`src/rtl/rx_cmd_ctrl.sv`:
```
// rx_cmd_ctrl: decodes UART command frames into register-file and ALU strobes, aborting stalled commands.
module rx_cmd_ctrl #(
  parameter int DATA_WIDTH     = 8,
  parameter int ADDR_WIDTH     = 4,
  parameter int FUN_WIDTH      = 4,
  parameter int TIMEOUT_CYCLES = 1023
) (
  input  logic                  CLK,
  input  logic                  RST,
  input  logic [DATA_WIDTH-1:0] RX_P_DATA,
  input  logic                  RX_D_VALID,
  input  logic                  ALU_OUT_VALID,
  output logic [ADDR_WIDTH-1:0] Address,
  output logic                  WrEn,
  output logic [DATA_WIDTH-1:0] WrData,
  output logic                  RdEn,
  output logic                  ALU_EN,
  output logic [FUN_WIDTH-1:0]  ALU_FUN,
  output logic                  CLK_GATE_EN,
  output logic                  CMD_ERR
);
  localparam int CW = $clog2(TIMEOUT_CYCLES + 1);
  localparam logic [CW-1:0] T_MAX = CW'(TIMEOUT_CYCLES);
  localparam logic [DATA_WIDTH-1:0] CMD_WR  = DATA_WIDTH'('hAA);
  localparam logic [DATA_WIDTH-1:0] CMD_RD  = DATA_WIDTH'('hBB);
  localparam logic [DATA_WIDTH-1:0] CMD_ALU = DATA_WIDTH'('hCC);
  localparam logic [DATA_WIDTH-1:0] CMD_FUN = DATA_WIDTH'('hDD);
  typedef enum logic [2:0] {
    S_IDLE, S_WR_ADDR, S_WR_DATA, S_RD_ADDR, S_OPA, S_OPB, S_ALU_FUN, S_ALU_WAIT
  } state_t;
  state_t state;
  logic [CW-1:0] cnt;
  logic [ADDR_WIDTH-1:0] addr_q;
  logic timed, expire;
  assign timed  = state != S_IDLE && state != S_ALU_WAIT;
  // a byte landing on the expiry cycle takes priority over the abort
  assign expire = timed && !RX_D_VALID && cnt == T_MAX;
  always_ff @(posedge CLK or posedge RST) begin
    if (RST) begin
      state       <= S_IDLE;
      cnt         <= '0;
      addr_q      <= '0;
      Address     <= '0;
      WrEn        <= 1'b0;
      WrData      <= '0;
      RdEn        <= 1'b0;
      ALU_EN      <= 1'b0;
      ALU_FUN     <= '0;
      CLK_GATE_EN <= 1'b0;
      CMD_ERR     <= 1'b0;
    end else begin
      WrEn    <= 1'b0;
      RdEn    <= 1'b0;
      ALU_EN  <= 1'b0;
      CMD_ERR <= 1'b0;
      cnt     <= (!timed || RX_D_VALID || expire) ? '0 : cnt + CW'(cnt != T_MAX);
      if (expire) begin
        state       <= S_IDLE;
        CMD_ERR     <= 1'b1;
        CLK_GATE_EN <= 1'b0;
      end else begin
        case (state)
          S_IDLE: if (RX_D_VALID) begin
            if (RX_P_DATA == CMD_WR) state <= S_WR_ADDR;
            else if (RX_P_DATA == CMD_RD) state <= S_RD_ADDR;
            else if (RX_P_DATA == CMD_ALU) state <= S_OPA;
            else if (RX_P_DATA == CMD_FUN) begin
              state       <= S_ALU_FUN;
              CLK_GATE_EN <= 1'b1;
            end
          end
          S_WR_ADDR: if (RX_D_VALID) begin
            addr_q <= RX_P_DATA[ADDR_WIDTH-1:0];
            state  <= S_WR_DATA;
          end
          S_WR_DATA: if (RX_D_VALID) begin
            Address <= addr_q;
            WrData  <= RX_P_DATA;
            WrEn    <= 1'b1;
            state   <= S_IDLE;
          end
          S_RD_ADDR: if (RX_D_VALID) begin
            Address <= RX_P_DATA[ADDR_WIDTH-1:0];
            RdEn    <= 1'b1;
            state   <= S_IDLE;
          end
          S_OPA: if (RX_D_VALID) begin
            Address <= '0;
            WrData  <= RX_P_DATA;
            WrEn    <= 1'b1;
            state   <= S_OPB;
          end
          S_OPB: if (RX_D_VALID) begin
            Address     <= ADDR_WIDTH'(1);
            WrData      <= RX_P_DATA;
            WrEn        <= 1'b1;
            CLK_GATE_EN <= 1'b1;
            state       <= S_ALU_FUN;
          end
          S_ALU_FUN: if (RX_D_VALID) begin
            ALU_FUN <= RX_P_DATA[FUN_WIDTH-1:0];
            ALU_EN  <= 1'b1;
            state   <= S_ALU_WAIT;
          end
          S_ALU_WAIT: if (ALU_OUT_VALID) begin
            CLK_GATE_EN <= 1'b0;
            state       <= S_IDLE;
          end
          default: state <= S_IDLE;
        endcase
      end
    end
  end
endmodule

```
`config.mk`:
```
export PLATFORM = sky130hd
export DESIGN_NAME = rx_cmd_ctrl
export DESIGN_NICKNAME = d
export VERILOG_FILES = /design/src/rtl/rx_cmd_ctrl.sv
export SDC_FILE = /design/constraint.sdc
export NUM_CORES = 1
export LEC_CHECK = 0
export BUFFER_PORTS_ARGS = -buffer_cell sky130_fd_sc_hd__buf_4
export CORE_MARGIN = 2
export CORE_UTILIZATION = 46
export DETAILED_ROUTE_END_ITERATION = 6
export PLACE_DENSITY = 0.65
export SYNTH_ARGS = -nofsm -noshare
export SYNTH_HDL_FRONTEND = slang
export SYNTH_SLANG_ARGS = --single-unit
```
`constraint.sdc`:
```
create_clock -name CLK -period 1.9 [get_ports CLK]
set_input_delay 0.38 -clock CLK [delete_from_list [all_inputs] [get_ports CLK]]
set_output_delay 0.38 -clock CLK [all_outputs]
set_load 0.02 [all_outputs]
```
==> results.md, run 1 <==
Outcome:
- The flow ran to the end, and the final reports show no timing, DRC or antenna violations.

Critical path:
- For the worst setup path, the data required time is just over 2 ns.
- STA classifies the critical path startpoint as a flip-flop.
- The kind of critical path is flip-flop to flip-flop.
- The signal arrival time at the worst endpoint is ~1.9 ns.
- The maximum fanout count along the critical path is 8.
- The sort of element at the end of the critical path is a flip-flop.

Clocking:
- The TritonCTS buffer count is 5.
- Clock-pin slew was measured on the worst setup and hold paths at 0.07 ns.
- The CTS tree is yes.
- The longest clock path from root to sink contains 2 buffers.
- The clock root buffer master is sky130_fd_sc_hd__clkbuf_8.
- The insertion delay of the later-clocked pin in the worst-skew pair is about 0.28 ns.
- The number of clock sinks is 38.
- The count of H-tree levels built during CTS is 2.

Die:
- The initial core utilization is a little under half.
- Measured along the y axis, the die boundary spans roughly 68 um.
- The area of the die is about 4600 um^2.
- The boundary pin count is 33.
- The core area is 3943 um^2.
- The floorplan has 23 rows.
- The die is approximately 68 um wide.

Synthesis:
- In the synthesized netlist, the number of instances is roughly 170.
- The flip-flop and latch count after synthesis is 38.
- The mapped netlist covers roughly 1900 um^2.
- The number of nets produced by synthesis is approximately 180.
- The sequential fraction of the synthesis area is between 50% and 60%.
- In this run the mean area of a mapped cell was around 11 um^2.
- For this run, the number of Yosys warnings is 0.
- The netlist uses 43 different library cells.

Placed design:
- After detailed placement, the design holds a cell count of between 200 and 250.
- In this run the tool buffered the top-level ports with 32 buffer cells.
- The worst setup slack before clock tree synthesis is ~0.085 ns.
- The placed cell area is around 2200 um^2.
- The sum of net half-perimeters after detailed placement is between 2000 and 3000 um.
- The congestion estimate from routability-driven global placement came to 0.8952.

STA:
- For this run, the top clock speed supported by timing is approximately 570 MHz.
- The total setup violations reported at the end of the flow is 0.
- For the pin with the worst max-slew slack, the measured transition is 0.4658 ns.
- The sum of negative setup slack is 0 ns.
- Setup repair after global routing left no endpoint under its margin.
- Across the routed clock network, the largest skew measured is 0.002433 ns.
- The final critical path takes up between 90% and 100% of the cycle.
- The number of pins exceeding their max-slew limit in the final report is 0.
- The worst setup margin is about 0.14 ns.
- The count of endpoints failing hold in the final timing report was 0.
- The worst path needs about 1.8 ns of the cycle, external delays included.
- Headroom to the max-slew limit came out at 68.71%.

Routing:
- The ratio of routed vias to standard cells is between 5 and 6.
- The routed design has just under 4000 um of wire.
- Detailed routing inserted a total of approximately 1500 vias.
- The count of nets left with antenna violations after detail routing is 0.
- The number of detailed-routing iterations run before antenna repair is 4.
- The iteration-0 DRC count of the detailed router is between 100 and 150.
- The final routed wire length divided by cell count is 15.15 um.
- For this run, design rule violations remaining after detail routing come to 0.

Final layout:
- The cell area after layout is 2296 um^2.
- The area taken by flip-flops and latches is 950.9 um^2.
- The fill cell instance count of the final layout is 327.
- The final instance count without filler cells is 260.
- The multi-input combinational cells in the finished layout cover a total of around 870 um^2.
- The net count of the finished layout is about 220.
- Of the cells placed in the final design, the portion with a size suffix greater than 1 is about 34%.
- The number of antenna diodes in the final layout is 0.
- The synthesis-to-finish area growth is 22.74%.

Job:
- Max-cap violations in this run came to 0.

Power and ir drop:
- The design draws about 3300 uW.
- The worst IR drop on VDD is 0.0008355 V.
- The power per cell area is approximately 1400 nW/um^2.
- The analysis attributes to cell leakage a power of 0.001069 uW.

Global routing:
- The number of antenna violations at the first check in global routing is 0.
- Summed over all layers, the global routing overflow is 0.
- Entering global routing, the biggest net connects 39 pins.
- The global-route usage over all layers is approximately 20%.
- The via count of the first global-routing pass is approximately 1400.
- The wire length of the first global-routing pass is 6734 um.

Worst hold path:
- The worst hold path belongs to the class input port to asynchronous set/reset pin.
## state kept, by name, summed over array words and instances, names as in the netlist
name / count
ALU_EN: 1
WrEn: 1
addr_q: 4
RdEn: 1
WrData: 8
state: 3
Address: 4
CLK_GATE_EN: 1
ALU_FUN: 4
cnt: 10
CMD_ERR: 1
## final cells by class
class | count | share of cell area (%)
inverters | 7 | 1.144
multi-input cells | 117 | 37.87
flip-flops and latches | 38 | 41.42
clock inverters | 2 | 0.4360
clock buffers | 5 | 2.997
repair buffers | 41 | 13.41
well taps | 50 | 2.725
## cell usage after synthesis, drive strengths merged
master,n,area share [%]
nor4,1,0.33
inv,7,1.4
a22o,1,0.47
a31o,1,0.47
nor3b,3,1.2
o21ai,6,1.6
and4,3,1.7
or3,1,0.33
a32oi,1,0.47
o211ai,1,0.40
nor2,14,2.8
or4,1,0.40
o2bb2ai,2,0.94
nand2b,1,0.33
ha,2,1.3
buf,4,1.2
nand3,7,2.5
nand4bb,2,2.1
nor2b,2,0.67
a211o,2,0.94
xnor2,2,0.94
nand2,15,3.0
nor3,4,1.3
and3,4,1.3
a211oi,2,1.1
o311ai,1,0.47
dfrtp,38,51
a31oi,5,1.7
a21oi,4,1.1
xor2,8,4.1
nand4,4,2.1
clkbuf,1,0.20
o21ba,1,0.54
mux2,16,9.6
## worst max-delay path, stage by stage (launching register included)
cell	delay, ns
sky130_fd_sc_hd__dfrtp_1	0.40
sky130_fd_sc_hd__and4_4	0.28
sky130_fd_sc_hd__nand4_4	0.15
sky130_fd_sc_hd__ha_2	0.23
sky130_fd_sc_hd__ha_1	0.23
sky130_fd_sc_hd__nand3_1	0.13
sky130_fd_sc_hd__nor2_1	0.06
sky130_fd_sc_hd__xnor2_1	0.12
sky130_fd_sc_hd__nor2_1	0.05
## cells in the final DEF (no fill, tap or decap), drive strengths merged, types with 3 or more instances in the layout
cell type  synthesis  routed
nor3               4       4
buf                4      41
dfrtp             38      38
nand2             15      15
nor2              14      14
mux2              16      16
nand3              7       7
a21oi              4       4
a31oi              5       5
o21ai              6       6
clkbuf             1       5
and3               4       4
nor3b              3       3
xor2               8       8
nand4              4       4
and4               3       3
inv                7       7
## per-stage QoR
step / hold WS [ns] / utilization [%]
3_5_place_dp: 0.4752 / 55.41
4_1_cts: 0.2164 / 57.41
2_1_floorplan: 0.4805 / -
6_report: 0.2023 / 58.24
3_3_place_gp: 0.4691 / 55.41
5_1_grt: 0.2275 / 58.24
## power by group
| part | switching [uW] | internal, uW | total [uW] |
|---|---|---|---|
| Clock | 263 | 246 | 509 |
| Combinational | 791 | 681 | 1470 |
| Sequential | 232 | 1090 | 1330 |
## routing by layer
metal  part of all wire [%]  vias up  GRT usage (%)  routed length [um]
li1                       -      689              -                   -
met1                     45      704          27.99                1766
met2                     46       55          30.02                1823
met3                    6.7       12          6.500                 264
met4                    2.2        0          6.750                  85
met5                      0        -              0                   0
## kinds of logic after synthesis
group                    Yosys count  share of synthesized area, %
flip-flops                        38                         50.84
AND/OR/NAND/NOR                   62                         20.20
adder cells (fa/ha/maj)            2                         1.338
buffers and inverters             12                         2.809
multiplexers                      16                         9.632
AO/OA/AOI/OAI                     27                         10.10
XOR/XNOR                          10                         5.084
## repair_timing
| action | 4_1_cts | 5_1_grt |
|---|---|---|
| hold buffers | 0 | 0 |
| gates resized for setup | 0 | 1 |
| setup endpoints to repair | 0 | 5 |
| buffers inserted | 0 | 4 |
## path summary, 6_finish.rpt
kind | slack, ns | to | startpoint | cells after the start
min in group CLK | 0.35 | WrData[6]$_DFFE_PP0P_ | RX_P_DATA[6] | 2
worst min register to register | 0.49 | Address[1]$_DFFE_PP0P_ | Address[1]$_DFFE_PP0P_ | 2
worst max register to register | 0.14 | cnt[6]$_DFF_PP0_ | cnt[4]$_DFF_PP0_ | 8
worst max-delay path | 0.14 | cnt[6]$_DFF_PP0_ | cnt[4]$_DFF_PP0_ | 8
max in group asynchronous | 1.37 | Address[1]$_DFFE_PP0P_ | RST | 3
worst min-delay path | 0.20 | WrEn$_DFF_PP0_ | RST | 3
Power figures use the tool's default switching activity.
==> run 2, diff against run 1 <==
--- a/config.mk
+++ b/config.mk
@@ -5,7 +5,7 @@
 export SDC_FILE = /design/constraint.sdc
 export NUM_CORES = 1
 export LEC_CHECK = 0
-export BUFFER_PORTS_ARGS = -buffer_cell sky130_fd_sc_hd__buf_4
+export BUFFER_PORTS_ARGS = -buffer_cell sky130_fd_sc_hd__buf_2
 export CORE_MARGIN = 2
 export CORE_UTILIZATION = 46
 export DETAILED_ROUTE_END_ITERATION = 6
==> run 2 against run 1 <==
Clock power is 9.0% higher. Flip-flop and latch count stayed put. Largest cell class unchanged. Sequential share of layout area is 2.0 points higher. Final cell count is 1.5% lower. Die area stayed put. Clock skew hardly changed. First-iteration DRC count is 14% lower. Highest routed layer unchanged. Count of clock-buffer cells in the layout is 2 higher.
==> results.md, run 2 (synthesis results as in run 1) <==
STA:
- The number of pins exceeding their max-slew limit in the final report is 0.
- Derived from the worst setup path, the maximum achievable clock frequency is 554.5 MHz.
- The actual slew at the worst max-slew pin is roughly 0.49 ns.
- On the final layout, the worst hold slack is 0.1867 ns.
- Setup repair after global routing left no endpoint under its margin.
- In the final timing run, aggregate negative setup slack is 0 ns.
- The total setup violations reported at the end of the flow is 0.
- The clock arrives with between 0.002 and 0.0025 ns of skew.
- Measured against its own limit, the worst slew margin works out to between 60% and 70%.
- The time the worst path needs with I/O delays and setup is 1.803 ns.
- The count of endpoints failing hold in the final timing report came to 0.
- Of the available clock period, the critical path in the final layout requires between 90 and 100%.

Routing:
- The number of DRC violations after detailed routing is 0.
- Detailed routing inserted a total of ~1400 vias.
- The iteration-0 DRC count of the detailed router is between 100 and 150.
- After detailed routing, the average wire length per cell comes to ~15 um.
- The ratio of routed vias to standard cells is 5.340.
- For this run, the detailed router's first-pass iteration total came to 4.
- Once detail routing completed, the nets flagged for antenna violations numbered 0.
- The total wire length after detailed routing is approximately 4000 um.

Critical path:
- The critical path in this run is classified as flip-flop to flip-flop.
- The maximum fanout count along the critical path is 6.
- The worst setup path is captured at a flip-flop.
- The startpoint type of the worst setup path is a flip-flop.
- The internal reg-to-reg setup slack is between 0.09 and 0.1 ns.
- The cell depth of the worst flop-to-flop path is 8.
- At the worst endpoint, the required time is ~2.1 ns.
- The signal arrival time at the worst endpoint is 1.97 ns.
- The launch point of the worst reg-to-reg path is cnt[2]$_DFF_PP0_.
- The capture point of the worst reg-to-reg path is cnt[6]$_DFF_PP0_.

Placed design:
- The sum of net half-perimeters after detailed placement is about 2800 um.
- The global placement routability congestion is slightly below 0.9.
- The count of buffers added on input and output ports is 32.

Die:
- The die covers 4593 um^2.
- The core area is 3943 um^2.
- For this design the top-level I/O count stands at 33.
- The horizontal extent of the die is 67.77 um.
- The initial core utilization is between 40 and 50%.
- The floorplan step set the die height to 67.77 um.
- Row generation in the floorplan step produced 23 rows.

Final layout:
- The share of final-layout standard cells stronger than drive strength 1 is 32.04%.
- The library cell used most frequently in the layout, excluding fill and tap cells, is sky130_fd_sc_hd__dfrtp_1.
- The number of flip-flops under the largest register name is 10.
- 0 antenna diodes ended up in the layout.
- In the final layout, the registers with the most flip-flops are cnt: 10 flops, WrData: 8 flops.
- In the layout the commonest cells are sky130_fd_sc_hd__dfrtp_1 (38), sky130_fd_sc_hd__buf_2 (32), sky130_fd_sc_hd__nand2_1 (15).
- The register ranked first by flip-flop count is cnt.
- The net count of the finished layout is approximately 220.
- The area growth from synthesis to layout is 16.99%.

Global routing:
- The number of antenna violations at the first check in global routing is 0.
- The global-route usage over all layers is between 10% and 20%.
- The total congestion overflow is 0.
- The first global-routing pass estimated approximately 6500 um of wire.
- Entering global routing, the biggest net connects 39 pins.
- The via count of the first global-routing pass is 1350.

Clocking:
- The clock drives 38 sinks.
- The number of clock buffers added by TritonCTS is 5.
- Buffers inserted to repair hold after CTS numbered 0.
- After clock tree synthesis, the clock-pin slew on the worst setup and hold paths is around 0.07 ns.
- The count of H-tree levels built during CTS is 2.
- The clock root buffer master is sky130_fd_sc_hd__clkbuf_8.
- The setup fix buffers added after clock tree synthesis is 0.
- The clock reaches the later pin of the worst-skew pair after roughly 0.28 ns.
- The clock tree buffer depth is 2.
- After clock tree synthesis, the repair step resized 0 gates.
- TritonCTS built the clock tree.

Job:
- The max capacitance violation total is 0.

Power and ir drop:
- The power per cell area is between 1000 and 1500 nW/um^2.
- The worst-case IR drop observed on VDD is 0.0007750 V.
- In this run the power spent charging and discharging nets is roughly 1300 uW.
- The internal portion of total power is slightly below 2000 uW.
- The fraction of power consumed by the clock network is roughly 17%.
- The switching share of power is just under 40%.
- Of the total power, combinational logic draws around two fifths.
- The proportion of power drawn by flip-flops and latches is 40.8%.
- The leakage power figure is between 0.001 and 0.0015 uW.

Worst hold path:
- The tightest min-delay check is of the input port to asynchronous set/reset pin type.

Outcome:
- The flow ran to the end, and the final reports show no timing, DRC or antenna violations.
[run 2: how the worst max path moves through the flow]
stage                                 from          endpoint  cells after the start  slack (ns)
after floorplan           cnt[4]$_DFF_PP0_  cnt[6]$_DFF_PP0_                      8        0.22
after detailed placement  cnt[2]$_DFF_PP0_  cnt[6]$_DFF_PP0_                      8        0.11
after global placement    cnt[4]$_DFF_PP0_  cnt[6]$_DFF_PP0_                      8        0.21
after global routing      cnt[2]$_DFF_PP0_  cnt[6]$_DFF_PP0_                      8       0.008
after CTS                 cnt[2]$_DFF_PP0_  cnt[6]$_DFF_PP0_                      8         0.1
final                     cnt[2]$_DFF_PP0_  cnt[6]$_DFF_PP0_                      8         0.1
[run 2: power by group through the flow]
stage                     combinational (uW)  sequential (uW)  clock (uW)
after CTS                               1360             1320         582
after global placement                  1320             1310           0
after detailed placement                1350             1330           0
after floorplan                          793             1480           0
final                                   1350             1310         555
after global routing                    1490             1360         612
[run 2: cell type report]
type                    count  area, um^2
well taps                  50       62.56
clock inverters             1       5.005
repair buffers             36       190.2
inverters                   7       26.28
clock buffers               7       86.33
fillers                   353        1754
multi-input cells         117       867.1
flip-flops and latches     38       950.9
[run 2: worst max-delay path, cell delays in order (launching register included)]
cell and delay, ns:
sky130_fd_sc_hd__dfrtp_1 0.45, sky130_fd_sc_hd__and4_4 0.28, sky130_fd_sc_hd__nand4_4 0.10, sky130_fd_sc_hd__ha_1 0.24
sky130_fd_sc_hd__ha_1 0.24, sky130_fd_sc_hd__nand3_1 0.13, sky130_fd_sc_hd__nor2_1 0.06, sky130_fd_sc_hd__xnor2_1 0.13
sky130_fd_sc_hd__nor2_1 0.05
[run 2: routing by layer]
| metal | wire length (um) | GRT usage [%] | vias up | part of all wire (%) |
|---|---|---|---|---|
| li1 | - | - | 673 | - |
| met1 | 1878 | 26.36 | 652 | 48 |
| met2 | 1787 | 30.39 | 37 | 46 |
| met3 | 182 | 4.667 | 5 | 4.7 |
| met4 | 52 | 7.500 | 0 | 1.3 |
| met5 | 0 | 0 | - | 0 |
[run 2: through the flow]
stage | setup WS (ns) | instances | util (%) | total power, uW | cell area, um^2
global placement | 0.2128 | 248 | 53.19 | 2636 | 2097
finish | 0.09673 | 256 | 55.51 | 3221 | 2188
detailed placement | 0.1088 | 248 | 53.19 | 2680 | 2097
CTS | 0.09757 | 256 | 55.51 | 3262 | 2188
floorplan | 0.2193 | 167 | - | 2275 | 1871
global route | 0.008475 | 256 | 55.51 | 3458 | 2188
